===== src/rtl/beamformer_pkg.sv =====
// rtl/beamformer_pkg.sv - shared sizes, FSM states and sample helper for the beam sequencer
package beamformer_pkg;

  localparam int NUMBER_OF_BITS = 8;
  localparam int BUFFER_SIZE    = 16;
  localparam int NUM_CHANNELS   = 2;
  localparam int FRAME_CYCLES   = 32;
  localparam int IDX_W          = $clog2(BUFFER_SIZE);
  localparam int CH_W           = (NUM_CHANNELS > 1) ? $clog2(NUM_CHANNELS) : 1;
  localparam int BEAM_W         = NUMBER_OF_BITS + CH_W;
  localparam int CNT_W          = $clog2(FRAME_CYCLES);

  typedef enum logic [1:0] {
    ST_IDLE,
    ST_ADDR,
    ST_DATA,
    ST_OUT
  } state_e;

  function automatic logic signed [BEAM_W-1:0] sext_sample(input logic [NUMBER_OF_BITS-1:0] s);
    return $signed({{CH_W{s[NUMBER_OF_BITS-1]}}, s});
  endfunction

endpackage


===== src/rtl/beam_sequencer_if.sv =====
// rtl/beam_sequencer_if.sv - delay config, channel buffer read and beam output signals
interface beam_sequencer_if;
  import beamformer_pkg::*;

  logic [CH_W-1:0]           cfg_sel;
  logic                      cfg_bit;
  logic                      cfg_shift;
  logic                      cfg_commit;
  logic                      cfg_pending;
  logic [CH_W-1:0]           rd_ch;
  logic [IDX_W-1:0]          rd_index;
  logic [NUMBER_OF_BITS-1:0] rd_data;
  logic [BEAM_W-1:0]         beam_out;
  logic                      beam_valid;

  modport master (
    input  cfg_sel, cfg_bit, cfg_shift, cfg_commit, rd_data,
    output cfg_pending, rd_ch, rd_index, beam_out, beam_valid
  );

  modport slave (
    output cfg_sel, cfg_bit, cfg_shift, cfg_commit, rd_data,
    input  cfg_pending, rd_ch, rd_index, beam_out, beam_valid
  );

endinterface


===== src/rtl/beam_delay_regfile.sv =====
// rtl/beam_delay_regfile.sv - serially loaded shadow delays copied to active delays on frame strobe
module beam_delay_regfile
  import beamformer_pkg::*;
(
  input  logic                                  clk,
  input  logic                                  rst_n,
  input  logic                                  frame_strobe,
  input  logic [CH_W-1:0]                       cfg_sel,
  input  logic                                  cfg_bit,
  input  logic                                  cfg_shift,
  input  logic                                  cfg_commit,
  output logic                                  cfg_pending,
  output logic [NUM_CHANNELS-1:0][IDX_W-1:0]    active
);

  logic [NUM_CHANNELS-1:0][IDX_W-1:0] shadow_q, shadow_d;
  logic [NUM_CHANNELS-1:0][IDX_W-1:0] active_q, active_d;
  logic                               pending_q, pending_d;
  logic                               sel_ok;

  assign sel_ok = ({1'b0, cfg_sel} < (CH_W+1)'(NUM_CHANNELS));

  always_comb begin
    shadow_d  = shadow_q;
    active_d  = active_q;
    pending_d = pending_q | cfg_commit;
    if (cfg_shift && sel_ok) begin
      shadow_d[cfg_sel] = {shadow_q[cfg_sel][IDX_W-2:0], cfg_bit};
    end
    // Copy reads shadow_q, so a shift landing in the same cycle is not taken.
    if (frame_strobe && (pending_q || cfg_commit)) begin
      active_d  = shadow_q;
      pending_d = 1'b0;
    end
  end

  always_ff @(posedge clk or negedge rst_n) begin
    if (!rst_n) begin
      shadow_q  <= '0;
      active_q  <= '0;
      pending_q <= 1'b0;
    end else begin
      shadow_q  <= shadow_d;
      active_q  <= active_d;
      pending_q <= pending_d;
    end
  end

  assign active      = active_q;
  assign cfg_pending = pending_q;

endmodule


===== src/rtl/beam_sequencer.sv =====
// rtl/beam_sequencer.sv - frame counter, word select, and per-frame delay-and-sum beam sequencing
module beam_sequencer
  import beamformer_pkg::*;
(
  input  logic             clk,
  input  logic             rst_n,
  input  logic             ena,
  output logic             ws_out,
  output logic             frame_strobe,
  output logic             busy,
  beam_sequencer_if.master bus
);

  if ((FRAME_CYCLES % 2) != 0 || FRAME_CYCLES < 2*NUM_CHANNELS+2) begin : g_bad_frame
    $error("FRAME_CYCLES must be even and >= 2*NUM_CHANNELS+2");
  end

  localparam logic [CNT_W-1:0] CNT_LAST = CNT_W'(FRAME_CYCLES-1);
  localparam logic [CNT_W-1:0] CNT_HALF = CNT_W'(FRAME_CYCLES/2);
  localparam logic [CH_W-1:0]  CH_LAST  = CH_W'(NUM_CHANNELS-1);

  logic [CNT_W-1:0]                   cnt_q, cnt_d;
  logic                               ws_q, ws_d;
  state_e                             state_q, state_d;
  logic [CH_W-1:0]                    k_q, k_d;
  logic signed [BEAM_W-1:0]           acc_q, acc_d, acc_sum;
  logic [BEAM_W-1:0]                  beam_out_q, beam_out_d;
  logic                               beam_valid_q, beam_valid_d;
  logic [CH_W-1:0]                    rd_ch_q, rd_ch_d;
  logic [IDX_W-1:0]                   rd_index_q, rd_index_d;
  logic [NUM_CHANNELS-1:0][IDX_W-1:0] active;

  beam_delay_regfile u_regfile (
    .clk          (clk),
    .rst_n        (rst_n),
    .frame_strobe (frame_strobe),
    .cfg_sel      (bus.cfg_sel),
    .cfg_bit      (bus.cfg_bit),
    .cfg_shift    (bus.cfg_shift),
    .cfg_commit   (bus.cfg_commit),
    .cfg_pending  (bus.cfg_pending),
    .active       (active)
  );

  assign frame_strobe = (cnt_q == CNT_LAST);
  assign acc_sum      = acc_q + sext_sample(bus.rd_data);

  always_comb begin
    cnt_d        = frame_strobe ? '0 : cnt_q + 1'b1;
    ws_d         = (cnt_d >= CNT_HALF);
    state_d      = state_q;
    k_d          = k_q;
    acc_d        = acc_q;
    beam_out_d   = beam_out_q;
    beam_valid_d = 1'b0;
    rd_ch_d      = rd_ch_q;
    rd_index_d   = rd_index_q;
    case (state_q)
      ST_IDLE: begin
        if (frame_strobe && ena) begin
          state_d = ST_ADDR;
          k_d     = '0;
          acc_d   = '0;
        end
      end
      ST_ADDR: state_d = ST_DATA;
      ST_DATA: begin
        rd_ch_d    = k_q;
        rd_index_d = active[k_q];
        if (k_q == CH_LAST) begin
          beam_out_d   = acc_sum;
          beam_valid_d = 1'b1;
          state_d      = ST_OUT;
        end else begin
          acc_d   = acc_sum;
          k_d     = k_q + 1'b1;
          state_d = ST_ADDR;
        end
      end
      ST_OUT:  state_d = ST_IDLE;
      default: state_d = ST_IDLE;
    endcase
  end

  always_ff @(posedge clk or negedge rst_n) begin
    if (!rst_n) begin
      cnt_q        <= '0;
      ws_q         <= 1'b0;
      state_q      <= ST_IDLE;
      k_q          <= '0;
      acc_q        <= '0;
      beam_out_q   <= '0;
      beam_valid_q <= 1'b0;
      rd_ch_q      <= '0;
      rd_index_q   <= '0;
    end else begin
      cnt_q        <= cnt_d;
      ws_q         <= ws_d;
      state_q      <= state_d;
      k_q          <= k_d;
      acc_q        <= acc_d;
      beam_out_q   <= beam_out_d;
      beam_valid_q <= beam_valid_d;
      rd_ch_q      <= rd_ch_d;
      rd_index_q   <= rd_index_d;
    end
  end

  // Address is live from k during a sequence; the last one used is held in IDLE.
  assign bus.rd_ch      = (state_q == ST_IDLE) ? rd_ch_q : k_q;
  assign bus.rd_index   = (state_q == ST_IDLE) ? rd_index_q : active[k_q];
  assign bus.beam_out   = beam_out_q;
  assign bus.beam_valid = beam_valid_q;
  assign ws_out         = ws_q;
  assign busy           = (state_q != ST_IDLE);

endmodule


===== src/flat_wrapper.sv =====
// flat-port wrapper written by rule: the top's interface ports become plain ports
module beam_sequencer_flat import beamformer_pkg::*;
  (clk, rst_n, ena, ws_out, frame_strobe, busy, bus_cfg_sel, bus_cfg_bit, bus_cfg_shift, bus_cfg_commit, bus_rd_data, bus_cfg_pending, bus_rd_ch, bus_rd_index, bus_beam_out, bus_beam_valid);
  beam_sequencer_if bus_i ();
  input  logic clk;
  input  logic rst_n;
  input  logic ena;
  output logic ws_out;
  output logic frame_strobe;
  output logic busy;
  input wire logic [$bits(bus_i.cfg_sel)-1:0] bus_cfg_sel;
  input wire logic [$bits(bus_i.cfg_bit)-1:0] bus_cfg_bit;
  input wire logic [$bits(bus_i.cfg_shift)-1:0] bus_cfg_shift;
  input wire logic [$bits(bus_i.cfg_commit)-1:0] bus_cfg_commit;
  input wire logic [$bits(bus_i.rd_data)-1:0] bus_rd_data;
  output wire logic [$bits(bus_i.cfg_pending)-1:0] bus_cfg_pending;
  output wire logic [$bits(bus_i.rd_ch)-1:0] bus_rd_ch;
  output wire logic [$bits(bus_i.rd_index)-1:0] bus_rd_index;
  output wire logic [$bits(bus_i.beam_out)-1:0] bus_beam_out;
  output wire logic [$bits(bus_i.beam_valid)-1:0] bus_beam_valid;
  assign bus_i.cfg_sel = bus_cfg_sel;
  assign bus_i.cfg_bit = bus_cfg_bit;
  assign bus_i.cfg_shift = bus_cfg_shift;
  assign bus_i.cfg_commit = bus_cfg_commit;
  assign bus_i.rd_data = bus_rd_data;
  assign bus_cfg_pending = bus_i.cfg_pending;
  assign bus_rd_ch = bus_i.rd_ch;
  assign bus_rd_index = bus_i.rd_index;
  assign bus_beam_out = bus_i.beam_out;
  assign bus_beam_valid = bus_i.beam_valid;
  beam_sequencer u_core (.clk(clk), .rst_n(rst_n), .ena(ena), .ws_out(ws_out), .frame_strobe(frame_strobe), .busy(busy), .bus(bus_i));
endmodule

===== config.mk =====
export PLATFORM = sky130hd
export DESIGN_NAME = beam_sequencer_flat
export DESIGN_NICKNAME = d
export VERILOG_FILES = /design/src/rtl/beamformer_pkg.sv /design/src/rtl/beam_sequencer_if.sv /design/src/rtl/beam_delay_regfile.sv /design/src/rtl/beam_sequencer.sv /design/src/flat_wrapper.sv
export SDC_FILE = /design/constraint.sdc
export NUM_CORES = 1
export LEC_CHECK = 0
export CAP_MARGIN = 20
export CORE_ASPECT_RATIO = 0.6
export CORE_MARGIN = 2
export CORE_UTILIZATION = 41
export CTS_CLUSTER_DIAMETER = 60
export DETAILED_ROUTE_END_ITERATION = 8
export PLACE_DENSITY = 0.7
export SLEW_MARGIN = 20
export SYNTH_ARGS = -nofsm -noshare
export SYNTH_HDL_FRONTEND = slang
export SYNTH_SLANG_ARGS = --single-unit

===== constraint.sdc =====
create_clock -name clk -period 2.25 [get_ports clk]
set_clock_uncertainty 0.15 [all_clocks]
set_input_delay 0.45 -clock clk [delete_from_list [all_inputs] [get_ports clk]]
set_output_delay 0.45 -clock clk [all_outputs]
set_load 0.01 [all_outputs]

==> flow_metrics.tcl <==
set metrics [dict create \
    track_usage_pct 16.5 \
    die_x_um 102 \
    r2r_slack_ps 120 \
    min_period_ps 2150 \
    yosys.area.top_type "dfrtp_1" \
    async_flop_share_pct 100 \
    clk_path_buf_depth 2 \
    yosysMostFrequentCell "dfrtp_1" \
    report.final.slew_viol_count 0 \
    clkLatencyLatePin_ps 300 \
    wirelength_um 4820 \
    critPathBufInv 1 \
    synthDistinctLibCells 34 \
    ys_seq_area_share_pct 52.0 \
    period_share_pct 95.7 \
    p_total_mw 3.32 \
    syn_nets 256 \
    cts-root-buf "clkbuf_8" \
    avgViaCountPerCell 4.90 \
    drtIter0Drc 87 \
    layout-drive-gt1-share_pct 17.9 \
    synthSimpleGateAreaFrac_pct 14.6 \
    setup_viol 0 \
    fp.dieArea_um2 6400 \
    synthAdderAreaFrac_pct 6.15 \
    holdWs_ps 90.1 \
    reg2reg_to "u_core.acc_q[8]" \
    netlist_area_um2 2360 \
    synth_ff_type "dfrtp_1" \
    finalInstanceArea_um2 2980 \
    path_cells "ha_1 -> and3_1 -> ha_1 -> clkdlybuf4s15_1" \
    ant_nets 0 \
    clock_sinks 49 \
    synth_compound_area_share_pct 13.1 \
    hold_path.class "input pin to asynchronous set/reset pin" \
    gp_congestion 0.916 \
    cp_max_fo 3 \
    ys_seq_elements 49 \
    grt_pass1_wl_um 8180 \
    antenna_found_initial 0 \
    synth_area_per_cell_um2 10.3 \
    synth_commonest_cells "dfrtp_1, nand2_1, o21ai_0" \
    start_util_pct 42.4 \
    io_buffers 33 \
    grt_max_degree 50 \
    clock.fmax_mhz 465 \
    drc_errors 0 \
    drv_cap 0 \
    ff2ff_path_depth 7 \
    final_cells 360 \
    crit_type "flop to output pin" \
    synth-edff-count 0 \
    nFillCells 516 \
    arrival_ps 1550 \
    wire_per_inst_um 13.4 \
    setup_tns_ps 0 \
    clk_pin_slew_ps 80 \
    place_inst 349 \
    path_delay_family "adder cells" \
    r2r_start "u_core.acc_q[0]" \
    syn_to_final_growth_pct 26.3 \
    diodes 0 \
    hold_violations 0 \
    worst_path_largest_cell_delay_ps 410 \
    htreeDepth 2 \
    irDropWorstVdd_v 0.000531 \
    p_leak_nw 1.39 \
    synth_mux_area_share_pct 8.32 \
    slew_headroom_pct 59.6 \
    slowest_stage "dfrtp_1" \
    startpoint_type "flop" \
    yosysWarnings 0 \
    yosysTopAreaCellShare_pct 52.0 \
    end_kind "output pin" \
    synth_xor_area_share_pct 3.34 \
    vias 1764 \
    overflow 0 \
    numCtsBuffers 5 \
    fp.coreArea_um2 5570 \
    die_h_um 62.8 \
    status "finished clean" \
    required_ps 1650 \
    powerDensity_nw_per_um2 1110 \
    startpoint "u_core.cnt_q[0]" \
    rows 21 \
    postSynthCellCount 230 \
    synth_top_family_by_area "simple AND/OR/NAND/NOR gates" \
    crit_top_cell "ha_1" \
    tightestPinTransition_ps 606 \
    cts_tree "yes" \
    io_pins 34 \
    hpwl_um 3470 \
    synth_top_cells_by_area "dfrtp_1, nand2_1, mux2_2" \
    grt_pass1_vias 1686 \
    fin_nets 305 \
    placed_cell_area_um2 2840 \
    first_pass_iters 4 \
]
==> cell families after synthesis <==
| family | count (synthesis) |
|---|---|
| mux | 18 |
| buf+inv | 12 |
| compound gates | 51 |
| fa+ha+maj | 11 |
| simple gates | 80 |
| xor+xnor | 9 |
| flops | 49 |
==> cells in the final DEF (no fill, tap or decap), types with 2 or more instances in the layout <==
master | netlist | final
nor2_1 | 17 | 17
clkdlybuf4s50_1 | 0 | 25
o211ai_1 | 3 | 3
o21ai_2 | 2 | 2
nor2b_1 | 2 | 2
a21oi_2 | 2 | 3
inv_1 | 5 | 5
dfrtp_1 | 49 | 48
a22o_1 | 2 | 2
mux2_2 | 13 | 13
xnor2_1 | 6 | 6
nand3_1 | 3 | 3
buf_4 | 3 | 16
nand2b_1 | 4 | 4
o21ai_0 | 24 | 24
o21ai_1 | 2 | 2
dlygate4sd2_1 | 0 | 5
nor3_1 | 4 | 4
ha_1 | 10 | 9
xor2_1 | 3 | 3
clkbuf_8 | 0 | 7
mux2i_1 | 5 | 5
a21oi_1 | 11 | 10
and3_1 | 2 | 2
nand2_1 | 43 | 43
==> worst max path at each step <==
stage                                  to  slack [ps]  depth (start not counted)
after floorplan           u_core.acc_q[8]         150                          7
after global placement    u_core.acc_q[8]        -330                          8
after detailed placement  u_core.acc_q[8]        -380                          8
after CTS                 u_core.acc_q[8]           2                          8
after global routing      u_core.acc_q[8]         -20                          7
final                        frame_strobe         100                          4
==> layer usage <==
layer | global-route usage [%] | vias up | wire, µm
li1 | - | 896 | -
met1 | 26.2 | 824 | 2590
met3 | 4.92 | 4 | 246
met2 | 21.8 | 40 | 1930
met4 | 4.00 | 0 | 46
met5 | 0 | - | 0
==> where the power goes <==
| part | switching (mW) | internal, mW |
|---|---|---|
| logic | 0.752 | 0.710 |
| registers | 0.154 | 1.15 |
| clock network | 0.280 | 0.278 |
| total | 1.19 | 2.13 |
==> flip-flops by register name, indices dropped and copies added (netlist names), 2 cells and up <==
name                       flops
u_core.cnt_q                   5
u_core.u_regfile.shadow_q      8
u_core.acc_q                   9
u_core.u_regfile.active        8
u_core.state_q                 2
u_core.bus.beam_out            9
u_core.rd_index_q              4
==> cell type report <==
cell class,count,area (µm²),share of cell area (%)
multi-input cells,169,1090,36.6
clock inverters,1,5.00,0.168
clock buffers,7,96.3,3.23
inverters,5,18.8,0.630
flip-flops and latches,49,1230,41.2
repair buffers,49,442,14.8
well taps,80,100,3.36
==> timing repair <==
item                       in CTS  in global routing
pin swaps                       0                  6
hold buffers                    0                  0
gates resized for setup         9                  5
setup endpoints to repair       9                  8
setup buffers                   1                  2
==> through the flow <==
stage	worst slack [ps]	util, %
after floorplan	148	-
after global placement	-326	51.0
after detailed placement	-384	51.0
after CTS	1.55	53.0
after global routing	-24.2	53.5
final	97.2	53.5
(Power assumes the default switching activity.)
